**src/rtl/maxpool_stream_if.sv**
```systemverilog
// Stream bundle for maxpool_stream: raster pixel input, pooled pixel output
// and the end-of-frame pulse.
interface maxpool_stream_if #(
    parameter int DATA_W = 16
);
    logic              s_valid;
    logic              s_ready;
    logic [DATA_W-1:0] s_data;
    logic              m_valid;
    logic              m_ready;
    logic [DATA_W-1:0] m_data;
    logic              m_last;
    logic              frame_done;

    modport slave (
        input  s_valid, s_data, m_ready,
        output s_ready, m_valid, m_data, m_last, frame_done
    );

    modport master (
        output s_valid, s_data, m_ready,
        input  s_ready, m_valid, m_data, m_last, frame_done
    );
endinterface

```
**src/rtl/maxpool_stream.sv**
```systemverilog
// Streaming 3x3 / stride-2 signed max-pool over one W_IN x W_IN channel.
// Define MAXPOOL_RELU_EN to clamp negative pooled results to zero.
module maxpool_stream #(
    parameter int W_IN   = 55,
    parameter int DATA_W = 16
) (
    input  logic             clk,
    input  logic             rst_n,
    maxpool_stream_if.slave  bus
);
    localparam int W_OUT = (W_IN - 3) / 2 + 1;
    localparam int CW    = $clog2(W_IN);
    localparam bit EXCESS = (W_IN % 2) == 0;
    localparam logic [CW-1:0] LAST_POS = CW'(2 * W_OUT);
    localparam logic [CW-1:0] MAX_POS  = CW'(W_IN - 1);

    typedef logic signed [DATA_W-1:0] pix_t;
    typedef enum logic [1:0] {RUN, LAST, DONE} state_t;

    function automatic pix_t smax(input pix_t a, input pix_t b);
        return (a > b) ? a : b;
    endfunction

    state_t        state, state_nxt;
    logic [CW-1:0] in_row, in_col;
    logic          run_en;
    pix_t          lb0 [W_IN];
    pix_t          lb1 [W_IN];
    pix_t          x, rd, vcol, hacc, hmax, res, m_data_q;
    logic          m_valid_q, m_last_q;
    logic          s_ready_c, frame_done_c;
    logic          in_xfer, out_xfer, win_done, win_final;
    logic          wr_sel, rd_sel;

    assign x        = pix_t'(bus.s_data);
    assign in_xfer  = bus.s_valid && s_ready_c;
    assign out_xfer = m_valid_q && bus.m_ready;

    // Banks alternate per window row: odd rows extend the current bank, the
    // shared even row closes the other bank's window and seeds its own.
    assign wr_sel = in_row[1];
    assign rd_sel = in_row[0] ? in_row[1] : ~in_row[1];
    assign rd     = rd_sel ? lb1[in_col] : lb0[in_col];
    assign vcol   = smax(rd, x);
    assign hmax   = smax(hacc, vcol);

    assign win_done  = in_xfer && !in_row[0] && !in_col[0] && (in_row != '0) && (in_col != '0);
    assign win_final = (in_row == LAST_POS) && (in_col == LAST_POS);

`ifdef MAXPOOL_RELU_EN
    assign res = hmax[DATA_W-1] ? '0 : hmax;
`else
    assign res = hmax;
`endif

    always_ff @(posedge clk) begin
        if (in_xfer) begin
            if (wr_sel) lb1[in_col] <= in_row[0] ? vcol : x;
            else        lb0[in_col] <= in_row[0] ? vcol : x;
        end
    end

    // Horizontal accumulator restarts on every even column, closing a window there.
    always_ff @(posedge clk) begin
        if (in_xfer) hacc <= in_col[0] ? hmax : vcol;
    end

    always_ff @(posedge clk) begin
        if (!rst_n) begin
            run_en <= 1'b0;
            in_row <= '0;
            in_col <= '0;
        end else begin
            run_en <= 1'b1;
            // With an even width the trailing column/row is still owed after
            // the final window, so the counters keep their place until wrap.
            if (state == DONE && !EXCESS) begin
                in_row <= '0;
                in_col <= '0;
            end else if (in_xfer) begin
                if (in_col == MAX_POS) begin
                    in_col <= '0;
                    in_row <= (in_row == MAX_POS) ? '0 : in_row + 1'b1;
                end else begin
                    in_col <= in_col + 1'b1;
                end
            end
        end
    end

    always_ff @(posedge clk) begin
        if (!rst_n) begin
            m_valid_q <= 1'b0;
            m_last_q  <= 1'b0;
            m_data_q  <= '0;
        end else if (win_done) begin
            m_valid_q <= 1'b1;
            m_data_q  <= res;
            m_last_q  <= win_final;
        end else if (out_xfer) begin
            m_valid_q <= 1'b0;
            m_last_q  <= 1'b0;
        end
    end

    always_ff @(posedge clk) begin
        if (!rst_n) state <= RUN;
        else        state <= state_nxt;
    end

    always_comb begin
        state_nxt    = state;
        s_ready_c    = 1'b0;
        frame_done_c = 1'b0;
        case (state)
            RUN: begin
                s_ready_c = run_en && (!m_valid_q || bus.m_ready);
                if (win_done && win_final) state_nxt = LAST;
            end
            LAST: begin
                if (out_xfer) state_nxt = DONE;
            end
            DONE: begin
                frame_done_c = 1'b1;
                state_nxt    = RUN;
            end
            default: state_nxt = RUN;
        endcase
    end

    assign bus.s_ready    = s_ready_c;
    assign bus.m_valid    = m_valid_q;
    assign bus.m_data     = m_data_q;
    assign bus.m_last     = m_last_q;
    assign bus.frame_done = frame_done_c;
endmodule

```
**src/flat_wrapper.sv**
```systemverilog
// flat-port wrapper written by rule: the top's interface ports become plain ports
module maxpool_stream_flat 
#(
    parameter int W_IN   = 55,
    parameter int DATA_W = 16
)
  (clk, rst_n, bus_s_valid, bus_s_data, bus_m_ready, bus_s_ready, bus_m_valid, bus_m_data, bus_m_last, bus_frame_done);
  maxpool_stream_if #(.DATA_W(DATA_W)) bus_i ();
  input  logic clk;
  input  logic rst_n;
  input wire logic [$bits(bus_i.s_valid)-1:0] bus_s_valid;
  input wire logic [$bits(bus_i.s_data)-1:0] bus_s_data;
  input wire logic [$bits(bus_i.m_ready)-1:0] bus_m_ready;
  output wire logic [$bits(bus_i.s_ready)-1:0] bus_s_ready;
  output wire logic [$bits(bus_i.m_valid)-1:0] bus_m_valid;
  output wire logic [$bits(bus_i.m_data)-1:0] bus_m_data;
  output wire logic [$bits(bus_i.m_last)-1:0] bus_m_last;
  output wire logic [$bits(bus_i.frame_done)-1:0] bus_frame_done;
  assign bus_i.s_valid = bus_s_valid;
  assign bus_i.s_data = bus_s_data;
  assign bus_i.m_ready = bus_m_ready;
  assign bus_s_ready = bus_i.s_ready;
  assign bus_m_valid = bus_i.m_valid;
  assign bus_m_data = bus_i.m_data;
  assign bus_m_last = bus_i.m_last;
  assign bus_frame_done = bus_i.frame_done;
  maxpool_stream #(.W_IN(W_IN), .DATA_W(DATA_W)) u_core (.clk(clk), .rst_n(rst_n), .bus(bus_i));
endmodule
```
**config.mk**
```make
export PLATFORM = sky130hd
export DESIGN_NAME = maxpool_stream_flat
export DESIGN_NICKNAME = d
export VERILOG_FILES = /design/src/rtl/maxpool_stream_if.sv /design/src/rtl/maxpool_stream.sv /design/src/flat_wrapper.sv
export SDC_FILE = /design/constraint.sdc
export NUM_CORES = 2
export LEC_CHECK = 0
export BUFFER_PORTS_ARGS = -buffer_cell sky130_fd_sc_hd__buf_2
export CORE_MARGIN = 8
export CORE_UTILIZATION = 50
export CTS_CLUSTER_DIAMETER = 60
export DETAILED_ROUTE_END_ITERATION = 8
export GPL_TIMING_DRIVEN = 0
export PLACE_DENSITY = 0.68
export SLEW_MARGIN = 10
export SYNTH_ARGS = -nofsm -noshare
export SYNTH_HDL_FRONTEND = slang
export SYNTH_SLANG_ARGS = --single-unit
```
**constraint.sdc**
```tcl
create_clock -name clk -period 7.6 [get_ports clk]
set_clock_uncertainty 0.05 [all_clocks]
set_input_delay 0.76 -clock clk [delete_from_list [all_inputs] [get_ports clk]]
set_output_delay 0.76 -clock clk [all_outputs]
set_load 0.02 [all_outputs]
```
### After elaboration in Yosys (flattened, before gate mapping)

Memory sizes are Yosys's and may differ from the RTL's. A register that Yosys moved wholly into a read port is not among the register bits.
Index checks and enable logic that the tools add are counted.

| operators by class | value |
|---|---|
| equality and inequality tests | 6 |
| mux-type cells | 27 |
| magnitude comparators | 2 |
| bitwise operators | 2 |
| add/sub/neg operators | 2 |
| multiply operators | 0 |
| reductions and logical operators | 20 |
| shift-type cells | 0 |
| div/mod/pow operators | 0 |

Operators with widths:

| cell | count |
|---|---|
| $mux W16 | 5 |
| $mux W6 | 6 |
| $gt A16 B16 Y1 | 2 |
| $mux W1 | 13 |
| $add A6 B1 Y6 const B | 2 |
| $eq A6 B6 Y1 const B | 2 |
| $reduce_bool A6 Y1 | 2 |
| $logic_and A1 B1 Y1 | 9 |
| $mux W2 | 2 |
| $ne A2 B1 Y1 const B | 2 |
| $pmux W2 S2 | 1 |
| $reduce_and A2 Y1 | 2 |
| $logic_not A1 Y1 | 3 |
| $eq A2 B1 Y1 const B | 1 |
| $eq A2 B2 Y1 const B | 1 |
| $logic_not A2 Y1 | 1 |
| $not A1 Y1 | 2 |
| $reduce_bool A2 Y1 | 1 |
| $reduce_or A2 Y1 | 1 |
| $logic_or A1 B1 Y1 | 1 |

| storage, ports and cells | value |
|---|---|
| latch bits | 0 |
| memories kept | 2 |
| logic and storage cells | 69 |
| memory bits (writable) | 1760 |
| output and inout port bits | 20 |
| bits of input ports | 20 |
| ROM bits | 0 |
| bits in registers | 49 |

Memory list:

| name | depth | width | read ports | clocked after memory_dff | write ports | line | RTL |
|---|---|---|---|---|---|---|---|
| u_core.lb0 | 55 | 16 | 1 | 1 | 1 | maxpool_stream.sv:27 | `pix_t lb0 [W_IN];` |
| u_core.lb1 | 55 | 16 | 1 | 1 | 1 | maxpool_stream.sv:28 | `pix_t lb1 [W_IN];` |

### Longest topological paths before layout

| depth | value |
|---|---|
| depth after elaboration | 12 |
| depth in mapped cells | 33 |
| gate-level depth less buffers | 25 |

### Worst setup path before layout

Ideal clock, no wire load.

| timing path | value |
|---|---|
| kind | register to register |
| start | register u_core.in_row[0] |
| end | memory u_core.lb0[0][12] (netlist name), data pin |
| period minus slack after synthesis | 7988 ps |
| setup time | 795 ps |
| required time | 6755 ps |
| stages on the path, launching flop included | 22 |
| arrival | 7142 ps |
| buffers on the path | 5 |
| setup slack | -388 ps |
| path through | dfxtp_1 clkbuf_1 clkbuf_1 inv_1 ha_1 nor2b_1 buf_2 and2_1 clkbuf_1 a22oi_1 a32oi_1 a21oi_1 ha_1 nor2b_1 o21a_1 o21ai_0 a21oi_1 o21bai_1 a21oi_1 buf_2 mux2i_1 a21oi_1 |

| between the ends | value |
|---|---|
| word-level cells in the longest chain between the ends | 5 |

RTL lines:

| item | line | RTL |
|---|---|---|
| start: declaration | maxpool_stream.sv:25 | `logic [CW-1:0] in_row, in_col;` |
| start signal: assignment | maxpool_stream.sv:83 | `in_row <= (in_row == MAX_POS) ? '0 : in_row + 1'b1;` |
| $mux W1 | maxpool_stream.sv:42 | `assign rd_sel = in_row[0] ? in_row[1] : ~in_row[1];` |
| $mux W16 | maxpool_stream.sv:43 | `assign rd = rd_sel ? lb1[in_col] : lb0[in_col];` |
| $gt A16 B16 Y1 | maxpool_stream.sv:21 | `return (a > b) ? a : b;` |
| $mux W16 | maxpool_stream.sv:21 |  |
| $mux W16 (*) | maxpool_stream.sv:59 | `else lb0[in_col] <= in_row[0] ? vcol : x;` |
| end: declaration | maxpool_stream.sv:27 |  |

Mark *: on every way between the ends. The rest lies on a longest branch, timed or not.

==> results.yml <==
route:
  wl_per_cell_um: 35.7
  drc: 0
  viasPerCell: 6.50
  drt_pass1_iterations: 6
  via_count: 38400
  drt_wl_total_um: 211000
  drt_iter0_drc: 5434
  antenna_left: 0
synthesis:
  ys_seq_elements: 1815
  synth_nets: 3544
  synthSimpleGateAreaFrac_pct: 2.79
  synth_cell_types: 60
  synthCells: 3486
  ys_top_cells_by_area: "edfxtp_1, mux4_2, mux2i_1, dfxtp_1, nor2_1"
  synth-xor-area-share_pct: 0.110
  synth_edf_count: 1776
  synth_compound_area_share_pct: 3.31
  synthFlopType: "edfxtp_1"
  synth.cell_area_um2: 71400
  syn_avg_cell_area_um2: 20.5
  ys_seq_area_share_pct: 75.8
  yosysTopAreaCell: "edfxtp_1"
  synth_top_family_by_area: "multiplexers"
  synthMuxAreaShare_pct: 15.4
  synthAdderAreaFrac_pct: 0.666
  yosysWarningCount: 0
  ys_async_sr_fraction_pct: 0
  synth_top_area_share_pct: 74.7
cts:
  clkSlewWorstSetupHoldPaths_ps: 60
  clock_latency_ps: 840
  cts_tree: "done"
  cts_max_level: 4
  clock_tree.root_cell: "clkbuf_16"
  cts.sinks: 1815
  cts_made_buffers: 179
  cts_max_path_buffers: 3
power_and_ir_drop:
  power_density_nw_per_um2: 247
  seq_power_share_pct: 53.1
  finalPower_mw: 20.7
  max-vdd-ir-drop_v: 0.000229
  switchingPower_mw: 4.48
  switching_share_pct: 21.6
  power_frac_clock_pct: 42.1
  internal-power_mw: 16.2
  p_leak_nw: 26.1
  comb_power_share_pct: 4.8
place:
  port_buffers: 39
  place_ws_ps: -2430
  gp_congestion: 1.00
  place_hpwl_um: 146000
  placed_cells: 5583
finish:
  fin_cells: 5915
  final_nets: 3933
  area_growth_pct: 17.8
  fillCellCount: 9950
  final_layout_size_suffix_gt1_share_pct: 31.2
  post-route-util_pct: 59.4
sta:
  fin_crit_sh_pct: 99.0
  worstMarginPinSlew_ps: 1490
  setup_viol_count_final: 0
  fmax_ghz: 0.133
  slew_violations: 0
  worst_slack_ps: 78.6
  tns_ps: 0
  finalCriticalPeriod_ps: 7520
  hold_viol: 0
  relSlewSlack_pct: 0.443
  grt_setup_unrepaired: "no"
setup_path:
  crit_required_ps: 8290
  r2r_slack_ps: 80
  cp_max_fo: 10
  critPathKind: "flop to flop"
  crit_path_end_kind: "flop"
  worstPathArrival_ps: 8210
  r2r_cells: 27
  endpoint: "u_core.bus.m_data[5]"
  r2r-end: "u_core.bus.m_data[5]"
  critPathLaunchType: "flop"
floorplanning:
  num_rows: 138
  die_width_um: 394
  die_area_um2: 155000
  coreArea_um2: 142000
  io_pins: 40
  die_h_um: 394
  initial_core_util_pct: 50.4
run_status:
  status: "finished with violations"
  violations: "capacitance limit"
global_route:
  grt_pass1_vias: 37500
  track_usage_pct: 26.7
  gr-total-overflow: 0
  grt_start_max_net_pins: 80
  antenna_found_initial: 5
  grt_pass1_wl_um: 293000
job:
  cap_violations: 1
hold_path:
  worst_hold_path.num_cells: 3
  worstHoldPathType: "input pin to flop"
## logic make-up after synthesis
family,Yosys count
AO/OA/AOI/OAI,348
XOR/XNOR,9
adder cells (fa/ha/maj),38
buffers and inverters,241
flip-flops,1815
multiplexers,592
AND/OR/NAND/NOR,443
## cell usage after synthesis, types with 23 or more instances
| cell | n |
|---|---|
| nand3_1 | 58 |
| mux4_2 | 399 |
| buf_6 | 26 |
| inv_1 | 41 |
| clkbuf_1 | 69 |
| buf_2 | 55 |
| a22oi_1 | 45 |
| ha_1 | 38 |
| nor2_1 | 186 |
| buf_4 | 39 |
| a21oi_1 | 81 |
| edfxtp_1 | 1776 |
| dfxtp_1 | 39 |
| o22ai_1 | 36 |
| o211ai_1 | 57 |
| o21ai_0 | 26 |
| nand4_1 | 26 |
| mux2i_1 | 180 |
| nand2_1 | 99 |
| a211oi_1 | 23 |
## metal layers
metal,global-route usage (%),share of wire [%]
met5,0,0.013
met4,13.3,5.6
met3,7.48,12
met2,40.0,45
met1,36.2,37
## critical path: stages (launching register included)
cell and delay, ps:
dfxtp_1 330, buf_6 260, buf_8 210, buf_6 240, buf_6 320, mux4_2 340, mux2i_1 370, a2111oi_1 150
clkdlybuf4s18_2 320, a32oi_1 490, a21oi_1 140, ha_1 220, a21o_1 160, a221o_1 330, a221oi_2 350, a21oi_4 170
buf_8 200, mux2i_4 290, ha_1 310, a21o_1 170, a21o_1 170, a21oi_1 180, o2111ai_1 150, o311a_1 500
or2_2 340, clkbuf_1 180, clkbuf_2 230, o211ai_1 190
## cells in the final DEF, fill, tap and decap left out, types with 62 or more instances in the layout
master / netlist / routed
edfxtp_1: 1776 / 1776
mux4_2: 399 / 399
clkbuf_16: 0 / 181
mux2i_1: 180 / 161
nor2_2: 0 / 112
buf_8: 3 / 101
nand2_1: 99 / 98
clkbuf_1: 69 / 73
nor2_1: 186 / 73
buf_2: 55 / 63
a21oi_1: 81 / 62
## stage by stage
stage | hold slack, ps | instance area, um^2
floorplan | 445 | 71400
global placement | 413 | 73900
detailed placement | 419 | 77500
CTS | 134 | 83700
global route | 190 | 84100
finish | 188 | 84100
## area by class of cell
type                            count  area [um^2]  share of cell area [%]
Inverter                           41          154                   0.183
Buffer                            197         1480                    1.76
Sequential cell                  1815        54100                    64.4
Clock buffer                      219         4670                    5.56
Multi-Input combinational cell   1430        16900                    20.1
Tap cell                         1890         2360                    2.81
Clock inverter                    111         1070                    1.28
Antenna cell                        1         2.50                 0.00298
Timing Repair Buffer              211         3300                    3.93
## power groups by stage
stage | clock network [mW] | logic [mW] | registers, mW
after floorplan | 0 | 0.504 | 11.2
after global placement | 0 | 0.826 | 11.3
after detailed placement | 0 | 0.947 | 11.2
after CTS | 8.78 | 0.971 | 11.0
after global routing | 9.15 | 1.04 | 11.0
final | 8.72 | 1.00 | 11.0
## how the worst min path moves through the flow
| stage | to | slack, ps | start |
|---|---|---|---|
| after floorplan | u_core.in_row[5] | 450 | u_core.in_row[5] |
| after global placement | u_core.bus.m_last | 410 | u_core.bus.m_last |
| after detailed placement | u_core.bus.m_last | 420 | u_core.bus.m_last |
| after CTS | u_core.state[1] | 130 | bus_m_ready |
| after global routing | u_core.state[1] | 190 | bus_m_ready |
| final | u_core.state[1] | 190 | bus_m_ready |
## registers in the layout, summed over array words and instances, names as in the netlist, named ones only
register            flops
u_core.lb0            880
u_core.lb1            880
u_core.bus.m_data      16
u_core.hacc            16
u_core.in_col           6
u_core.in_row           6
u_core.state            2
u_core.bus.m_last       1
u_core.bus.m_valid      1
u_core.run_en           1
## repair_timing
item / CTS / global route
setup endpoints to repair: 1717 / 32
hold endpoints to repair: 1 / 0
pin swaps: 5 / 8
buffers inserted: 2 / 1
resized for setup: 141 / 101
hold buffers: 1 / 0
Note: power is estimated with default switching activity, not from simulation.
